<file path="config.mk">
export PLATFORM = sky130hd
export DESIGN_NAME = note_env_ctrl
export DESIGN_NICKNAME = d
export VERILOG_FILES = /design/src/rtl/note_env_ctrl.sv
export SDC_FILE = /design/constraint.sdc
export NUM_CORES = 1
export LEC_CHECK = 0
export CAP_MARGIN = 10
export CORE_MARGIN = 2
export CORE_UTILIZATION = 59
export CTS_CLUSTER_SIZE = 30
export DETAILED_ROUTE_END_ITERATION = 12
export PLACE_DENSITY = 0.81
export SYNTH_ARGS = -nofsm -noshare
export SYNTH_HDL_FRONTEND = slang
export SYNTH_SLANG_ARGS = --single-unit
</file>
<file path="constraint.sdc">
create_clock -name clk -period 4.8 [get_ports clk]
set_input_delay 1.2 -clock clk [delete_from_list [all_inputs] [get_ports clk]]
set_output_delay 1.2 -clock clk [all_outputs]
set_load 0.005 [all_outputs]
</file>
<file path="src/rtl/note_env_ctrl.sv">
// rtl/note_env_ctrl.sv - command-driven attack/sustain/release envelope controller
//
// Purpose: accepts 16-bit command words (note-on/off, attack/release step
// writes) and produces a ticked linear envelope amplitude plus a one-cycle
// gate retrigger pulse for a synth voice.
//
// Ports:
//   clk          in   system clock, rising edge
//   rst          in   asynchronous active-high reset
//   cmd_valid    in   command word present on cmd_data
//   cmd_data     in   [15:14] opcode, [13:10] ignored, [9:0] value
//   cmd_ready    out  command can be accepted this cycle
//   gate         out  one-cycle retrigger pulse after a note-on
//   amp_out      out  envelope amplitude
//   env_state    out  IDLE=00 ATTACK=01 SUSTAIN=10 RELEASE=11
//   note_active  out  high in ATTACK or SUSTAIN
module note_env_ctrl #(
  parameter int         CLKSPEED    = 48_000_000,
  parameter int         TICK_HZ     = 48_000,
  parameter logic [9:0] ATTACK_DEF  = 10'd8,
  parameter logic [9:0] RELEASE_DEF = 10'd4
) (
  input  logic        clk,
  input  logic        rst,
  input  logic        cmd_valid,
  input  logic [15:0] cmd_data,
  output logic        cmd_ready,
  output logic        gate,
  output logic [9:0]  amp_out,
  output logic [1:0]  env_state,
  output logic        note_active
);

  localparam int TICK_DIV_RAW = CLKSPEED / TICK_HZ;
  localparam int TICK_DIV     = (TICK_DIV_RAW < 2) ? 2 : TICK_DIV_RAW;
  localparam int PW           = $clog2(TICK_DIV);
  localparam logic [PW-1:0] TICK_LAST = PW'(TICK_DIV - 1);

  localparam logic [1:0] OP_OFF = 2'b00;
  localparam logic [1:0] OP_ON  = 2'b01;
  localparam logic [1:0] OP_ATK = 2'b10;
  localparam logic [1:0] OP_REL = 2'b11;

  typedef enum logic [1:0] {
    S_IDLE    = 2'b00,
    S_ATTACK  = 2'b01,
    S_SUSTAIN = 2'b10,
    S_RELEASE = 2'b11
  } state_t;

  state_t        r_state, w_state_nxt;
  logic [9:0]    r_amp, w_amp_nxt;
  logic [9:0]    r_target, w_target_nxt;
  logic [9:0]    r_att_step, w_att_step_nxt;
  logic [9:0]    r_rel_step, w_rel_step_nxt;
  logic          r_gate, w_gate_nxt;
  logic          r_note_active;
  logic          r_cmd_ready;
  logic [PW-1:0] r_presc;

  logic          w_tick;
  logic          w_accept;
  logic [1:0]    w_op;
  logic [9:0]    w_val;
  logic [10:0]   w_sum;
  logic [3:0]    w_unused_bits;

  assign w_tick        = (r_presc == TICK_LAST);
  assign w_accept      = cmd_valid && r_cmd_ready;
  assign w_op          = cmd_data[15:14];
  assign w_val         = cmd_data[9:0];
  assign w_unused_bits = cmd_data[13:10];
  // One bit wider than the amplitude so a large step cannot wrap past target.
  assign w_sum         = {1'b0, r_amp} + {1'b0, r_att_step};

  // Free-running tick prescaler, independent of command traffic.
  always_ff @(posedge clk or posedge rst) begin
    if (rst) begin
      r_presc <= '0;
    end else if (w_tick) begin
      r_presc <= '0;
    end else begin
      r_presc <= r_presc + PW'(1);
    end
  end

  // Ready drops for exactly the cycle after each acceptance.
  always_ff @(posedge clk or posedge rst) begin
    if (rst) begin
      r_cmd_ready <= 1'b1;
    end else begin
      r_cmd_ready <= ~w_accept;
    end
  end

  always_ff @(posedge clk or posedge rst) begin
    if (rst) begin
      r_state       <= S_IDLE;
      r_amp         <= '0;
      r_target      <= '0;
      r_att_step    <= ATTACK_DEF;
      r_rel_step    <= RELEASE_DEF;
      r_gate        <= 1'b0;
      r_note_active <= 1'b0;
    end else begin
      r_state       <= w_state_nxt;
      r_amp         <= w_amp_nxt;
      r_target      <= w_target_nxt;
      r_att_step    <= w_att_step_nxt;
      r_rel_step    <= w_rel_step_nxt;
      r_gate        <= w_gate_nxt;
      r_note_active <= (w_state_nxt == S_ATTACK) || (w_state_nxt == S_SUSTAIN);
    end
  end

  // An accepted command takes priority; a coincident tick is dropped.
  always_comb begin
    w_state_nxt    = r_state;
    w_amp_nxt      = r_amp;
    w_target_nxt   = r_target;
    w_att_step_nxt = r_att_step;
    w_rel_step_nxt = r_rel_step;
    w_gate_nxt     = 1'b0;
    if (w_accept) begin
      case (w_op)
        OP_OFF: begin
          if ((r_state == S_ATTACK) || (r_state == S_SUSTAIN)) begin
            w_state_nxt = S_RELEASE;
          end
        end
        OP_ON: begin
          if (w_val == 10'd0) begin
            // Zero-level note-on behaves as note-off.
            if ((r_state == S_ATTACK) || (r_state == S_SUSTAIN)) begin
              w_state_nxt = S_RELEASE;
            end
          end else begin
            w_target_nxt = w_val;
            w_gate_nxt   = 1'b1;
            if (w_val > r_amp) begin
              w_state_nxt = S_ATTACK;
            end else begin
              w_amp_nxt   = w_val;
              w_state_nxt = S_SUSTAIN;
            end
          end
        end
        OP_ATK: w_att_step_nxt = w_val;
        OP_REL: w_rel_step_nxt = w_val;
      endcase
    end else if (w_tick) begin
      case (r_state)
        S_ATTACK: begin
          if ((r_att_step == 10'd0) || (w_sum >= {1'b0, r_target})) begin
            w_amp_nxt   = r_target;
            w_state_nxt = S_SUSTAIN;
          end else begin
            w_amp_nxt = w_sum[9:0];
          end
        end
        S_RELEASE: begin
          if ((r_rel_step == 10'd0) || (r_amp <= r_rel_step)) begin
            w_amp_nxt   = 10'd0;
            w_state_nxt = S_IDLE;
          end else begin
            w_amp_nxt = r_amp - r_rel_step;
          end
        end
        default: ;
      endcase
    end
  end

  assign cmd_ready   = r_cmd_ready;
  assign gate        = r_gate;
  assign amp_out     = r_amp;
  assign env_state   = r_state;
  assign note_active = r_note_active;

endmodule

</file>
After elaboration in Yosys (flattened, before gate mapping)
Cells that the tools add are included.
Widths: inputs -> output; s select.
- register bits: 55
- input port bits: 19
- logic and storage cells: 65
- reductions and logical operators: 15
- $lt $le $gt $ge: 3
- equal/unequal tests: 12
- bitwise gates (word level): 2
- multiplexer cells: 21
- add/subtract/negate cells: 3
- operator list (operator ; number):
    $mux 10 ; 8
    $logic_not 10->1 ; 3
    $pmux 10 s2 ; 1
    $mux 2 ; 7
    $add 10x10->11 ; 1
    $ge 11x10->1 ; 1
    $add 10x1->10 const B ; 1
    $eq 10x10->1 const B ; 1
    $eq 2x2->1 const B ; 5
    $gt 10x10->1 ; 1
    $le 10x10->1 ; 1
    $sub 10x10->10 ; 1
    $pmux 2 s2 ; 2
    $eq 2x1->1 const B ; 3
    $reduce_and 5->1 ; 1
    $logic_or 1x1->1 ; 4
    $ne 2x2->1 const B ; 2
    $reduce_and 2->1 ; 2
    $mux 1 ; 3
    $reduce_and 3->1 ; 1
    $reduce_bool 3->1 ; 1
    $logic_not 2->1 ; 1
    $ne 2x1->1 const B ; 1
    $not 1->1 ; 2
    2 further kinds ; 2

Logic depth before layout (Yosys ltp)
- word-level depth: 9
- mapped depth: 17

Worst setup path after synthesis
No wires, ideal clock.
- path type: register to register
- start point: reg r_amp[1], in the netlist amp_out[1]
- end point: reg r_amp[6], in the netlist amp_out[6]
- arrival: 3.301 ns
- stages on the path, launching flop included: 16
- slack: 1.366 ns
- cell sequence: dfrtp_1 > ha_1 > a21oi_1 > o2111ai_1 > a31o_2 > a21oi_1 > xnor2_1 > ha_1 > a211o_1 > a21oi_1 > o211ai_1 > a31o_1 > buf_2 > or3_1 > o2111ai_1 > a22oi_1
- longest elaborated chain between the ends: 7
- elaborated cells between the ends (all ways): 14
- classes of those cells: add/sub: 2; order compare: 3; eq/ne: 1; mux: 5; reduce/logical: 3
- ends and longest elaborated chain (element ; RTL line ; text):
    start: declaration ; 52 ; logic [9:0] r_amp, w_amp_nxt;
    start signal: assignment ; 107 ; r_amp <= w_amp_nxt;
    $add 10x10->11 ; 74 ; assign w_sum = {1'b0, r_amp} + {1'b0, r_att_step};
    $ge 11x10->1 ; 154 ; if ((r_att_step == 10'd0) || (w_sum >= {1'b0, r_target})) begin
    $logic_or 1x1->1 ; 154 ;
    $mux 10 ; 154 ;
    $pmux 10 s2 ; 152 ; case (r_state)
    $mux 10 ; 151 ; end else if (w_tick) begin
    $mux 10 ; 124 ; if (w_accept) begin
Several ways; a longest one is shown, not always the timed one. The select of a mux whose other input is x is not followed.
A chain may end at the register's enable or synchronous reset.

Worst setup path after layout
- start point: reg r_amp[1], in the netlist amp_out[1]
- end point: reg r_amp[1], in the netlist amp_out[1]
Same word-level chain as after synthesis.

==> summary.txt <==
Global routing
  • Tot GR Track Use: 28.8%
  • Initial antenna violation count: 0
  • GR Overflow Total: 0
  • Largest net degree at the start of global routing: 39
  • First-pass GRT wire length: 17100 um
  • Number of global-route vias before repair: 3484

Clock network
  • CTS root buf: clkbuf_8
  • Worst-case clock buffer depth: 2
  • Number of buffers created by CTS: 5
  • Post-cts hold buffer count: 0
  • Post-cts resize count: 0
  • CTS H-tree lvls: 2
  • CTS tree: done
  • Clock slew at reported path FFs: 100 ps
  • Worst skew pair latency: between 300 and 400 ps
  • Clk sinks: 55
  • Setup Buffers After CTS: 0

STA
  • Minimum clock period: 4110 ps
  • Final Skew: 5.76 ps
  • Setup TNS: 0 ps
  • RSZ-0062 raised after global routing: false
  • Fmax: 0.243 GHz
  • Final Hold Viols: 0
  • Fin. max-slew vios: 0
  • Period Utilization, post-route: 85.7%
  • Worst slew pin tran: 848 ps
  • Worst slew margin: 43.4%
  • Setup Viol. Count Final: 0

Power and ir drop
  • Net Switching: 1.43 mW
  • Sw Ratio: 46.7%
  • Comb power frac: 66.5%
  • Cell area power density: 660 nW/um2
  • Peak VDD IR: 0.385 mV
  • Internal power component: 1.63 mW
  • Static power due to leakage: roughly 2.1 nW
  • Pwr Total: 3.06 mW
  • Flop pwr share: 23.0%
  • Clock share of power: 10.5%

Critical path
  • Critical Path, Cell by Cell: ha_1, a21oi_1, o2111ai_1, a31o_2, a21oi_1, xnor2_1, ha_1, a211o_1, a21oi_1, o211ai_1, a31o_1, nor2_1, o211ai_1, a221oi_2
  • CP required: 5030 ps
  • Crit-path max cell delay: roughly 490 ps
  • CP Class: register to register
  • Worst path top cell family by delay: compound AO/OA/AOI/OAI gates
  • Type of destination of the critical path: register
  • Crit path max fanout: 11
  • CP max stage cell: dfrtp_1
  • Worst EP arrival: 4340 ps
  • Worst path most repeated cell: a21oi_1
  • Startpoint types: register
  • CP Buf/Inv Count: 0

Place
  • GPL Wtd Cong: 0.873
  • Placed Instance Area: 4520 um2
  • HPWL after DPL: 7950 um
  • I/O Buffers: 29

Synthesis
  • Post-synth cell types: 68
  • Top FF cell, synth: dfrtp_1
  • Top area cells in the synthesized netlist: dfrtp_1 (31%), ha_1 (12%), mux2_2 (6.5%)
  • Syn. warnings: 0
  • Post-synth ARST share: 100%
  • Area leader, netlist: dfrtp_1
  • Most frequent cell after synthesis: dfrtp_1
  • Cell area after synthesis: 4150 um2
  • Seq/Total Area, Yosys: between 30 and 40%
  • Cells after synthesis: 446
  • Synth top cells by count: dfrtp_1 (52), inv_1 (42), ha_1 (41), nand2_1 (34), nor2_1 (28)
  • Synth top area share: between 30 and 40%
  • Post-synth EDFFs: 0
  • Synthesized Nets: roughly 500
  • Avg Cell Area, Syn: 9.31 um2
  • Register bit count reported by yosys: 55

Floorplan
  • Rows: 30
  • # IOs: 34
  • Core Area: ~6800 um2
  • Die area: 7730 um2
  • Initial core utilization: 61.1%
  • Die Width: about 88 um
  • Chip Height: 87.9 um

Layout
  • Final Instance Area: roughly 4600 um2
  • Share of layout cells above drive strength 1: 13.7%
  • Area Overhead vs Synth: 11.6%
  • N_diodes: 0
  • Layout Nets: 536
  • Filler cells: 543

Detailed routing
  • Antenna viol nets, final: 0
  • Initial DRT Pass Iterations: 5
  • Residual DRC: 0
  • Routed WL: 10300 um
  • WL/cell: ~18 um
  • Vias: ~3600
  • Vias per inst: ~6.3
  • DRT iter0 DRCs: 315

Job
  • Number of max-cap violations: 0

Min path
  • HP Class: register to register

Outcome
  • Status: finished clean
==> through the flow <==
stage / cells / utilization, % / setup slack (ps) / hold WS, ps
2_1_floorplan: 446 / - / 1370 / 455
3_3_place_gp: 563 / 66.5 / 768 / 471
3_5_place_dp: 563 / 66.5 / 725 / 489
4_1_cts: 571 / 68.3 / 777 / 503
5_1_grt: 571 / 68.3 / 520 / 524
6_report: 571 / 68.3 / 688 / 497
==> worst register-to-register path, stage by stage, from the launching register on <==
cell       delay, ps
dfrtp_1          490
ha_1             330
a21oi_1          300
o2111ai_1        230
a31o_2           280
a21oi_1          170
xnor2_1          180
ha_1             340
a211o_1          310
a21oi_1          130
o211ai_1         150
a31o_1           350
nor2_1           340
o211ai_1         170
a221oi_2         250
==> per-layer routing <==
layer	up-vias	GRT usage, %	share of wire (%)
li1	1664	-	-
met1	1747	40.8	45
met2	142	45.8	47
met3	29	4.43	6.3
met4	0	8.39	2.3
met5	-	0	0
==> sequential cells by signal (all words and copies together) (netlist names) <==
name / cells
amp_out: 10
cmd_ready: 1
env_state: 2
gate: 1
note_active: 1
r_att_step: 10
r_presc: 10
r_rel_step: 10
r_target: 10
==> layout make-up <==
| class | instances | area (um2) | area share [%] |
|---|---|---|---|
| timing repair buffer | 32 | 313 | 6.75 |
| clock buffer | 5 | 68.8 | 1.48 |
| tap | 96 | 120 | 2.59 |
| clock inverter | 3 | 47.5 | 1.03 |
| inverter | 42 | 158 | 3.40 |
| sequential | 55 | 1380 | 29.8 |
| multi-input combinational | 338 | 2550 | 55.0 |
==> layout by cell type (no fill, tap or decap), types with 4 or more instances in the layout <==
cell type,synthesis,layout
inv_1,42,41
clkdlybuf4s50_1,0,29
a21oi_2,4,4
a21o_1,12,12
mux2_2,24,24
nand3b_1,4,4
nor4_1,6,6
xor2_1,9,9
a31oi_1,8,8
and3_1,5,5
xnor2_1,12,12
nand2_1,34,34
o21ai_0,27,27
nor2_1,28,28
dfrtp_1,52,52
o211ai_1,4,4
nor2b_1,5,5
a21oi_1,14,14
o2111ai_1,4,4
ha_1,41,41
nand3_1,24,24
and2_1,6,6
clkbuf_8,0,5
a211o_1,4,4
nor3_1,7,7
==> power by group through the flow <==
stage                     Sequential (mW)  Combinational [mW]  Clock, mW
final                               0.705                2.03      0.322
after global routing                0.717                2.26      0.350
after CTS                           0.702                2.00      0.331
after detailed placement            0.712                1.98          0
after global placement              0.707                1.92          0
after floorplan                     0.666                1.49          0
==> logic make-up (layout without fill, tap and decap cells) <==
group	count (synthesis)	after routing	synth area share [%]
xor+xnor	21	21	4.43
compound gates	105	105	18.3
mux	26	26	6.99
simple gates	143	143	18.4
flops	55	55	33.2
fa+ha+maj	43	43	13.3
buf+inv	53	82	5.39
==> path summary, 6_finish.rpt <==
kind,start,to,slack [ps],cells after the start
max,amp_out[1],amp_out[1],690,14
max reg2reg,amp_out[1],amp_out[1],690,14
min reg2reg,r_presc[0],r_presc[0],500,1
max in group asynchronous,rst,cmd_ready,2780,3
min,r_presc[0],r_presc[0],500,1
min in group asynchronous,rst,r_presc[9],1180,2
Power figures use the tool's default switching activity.
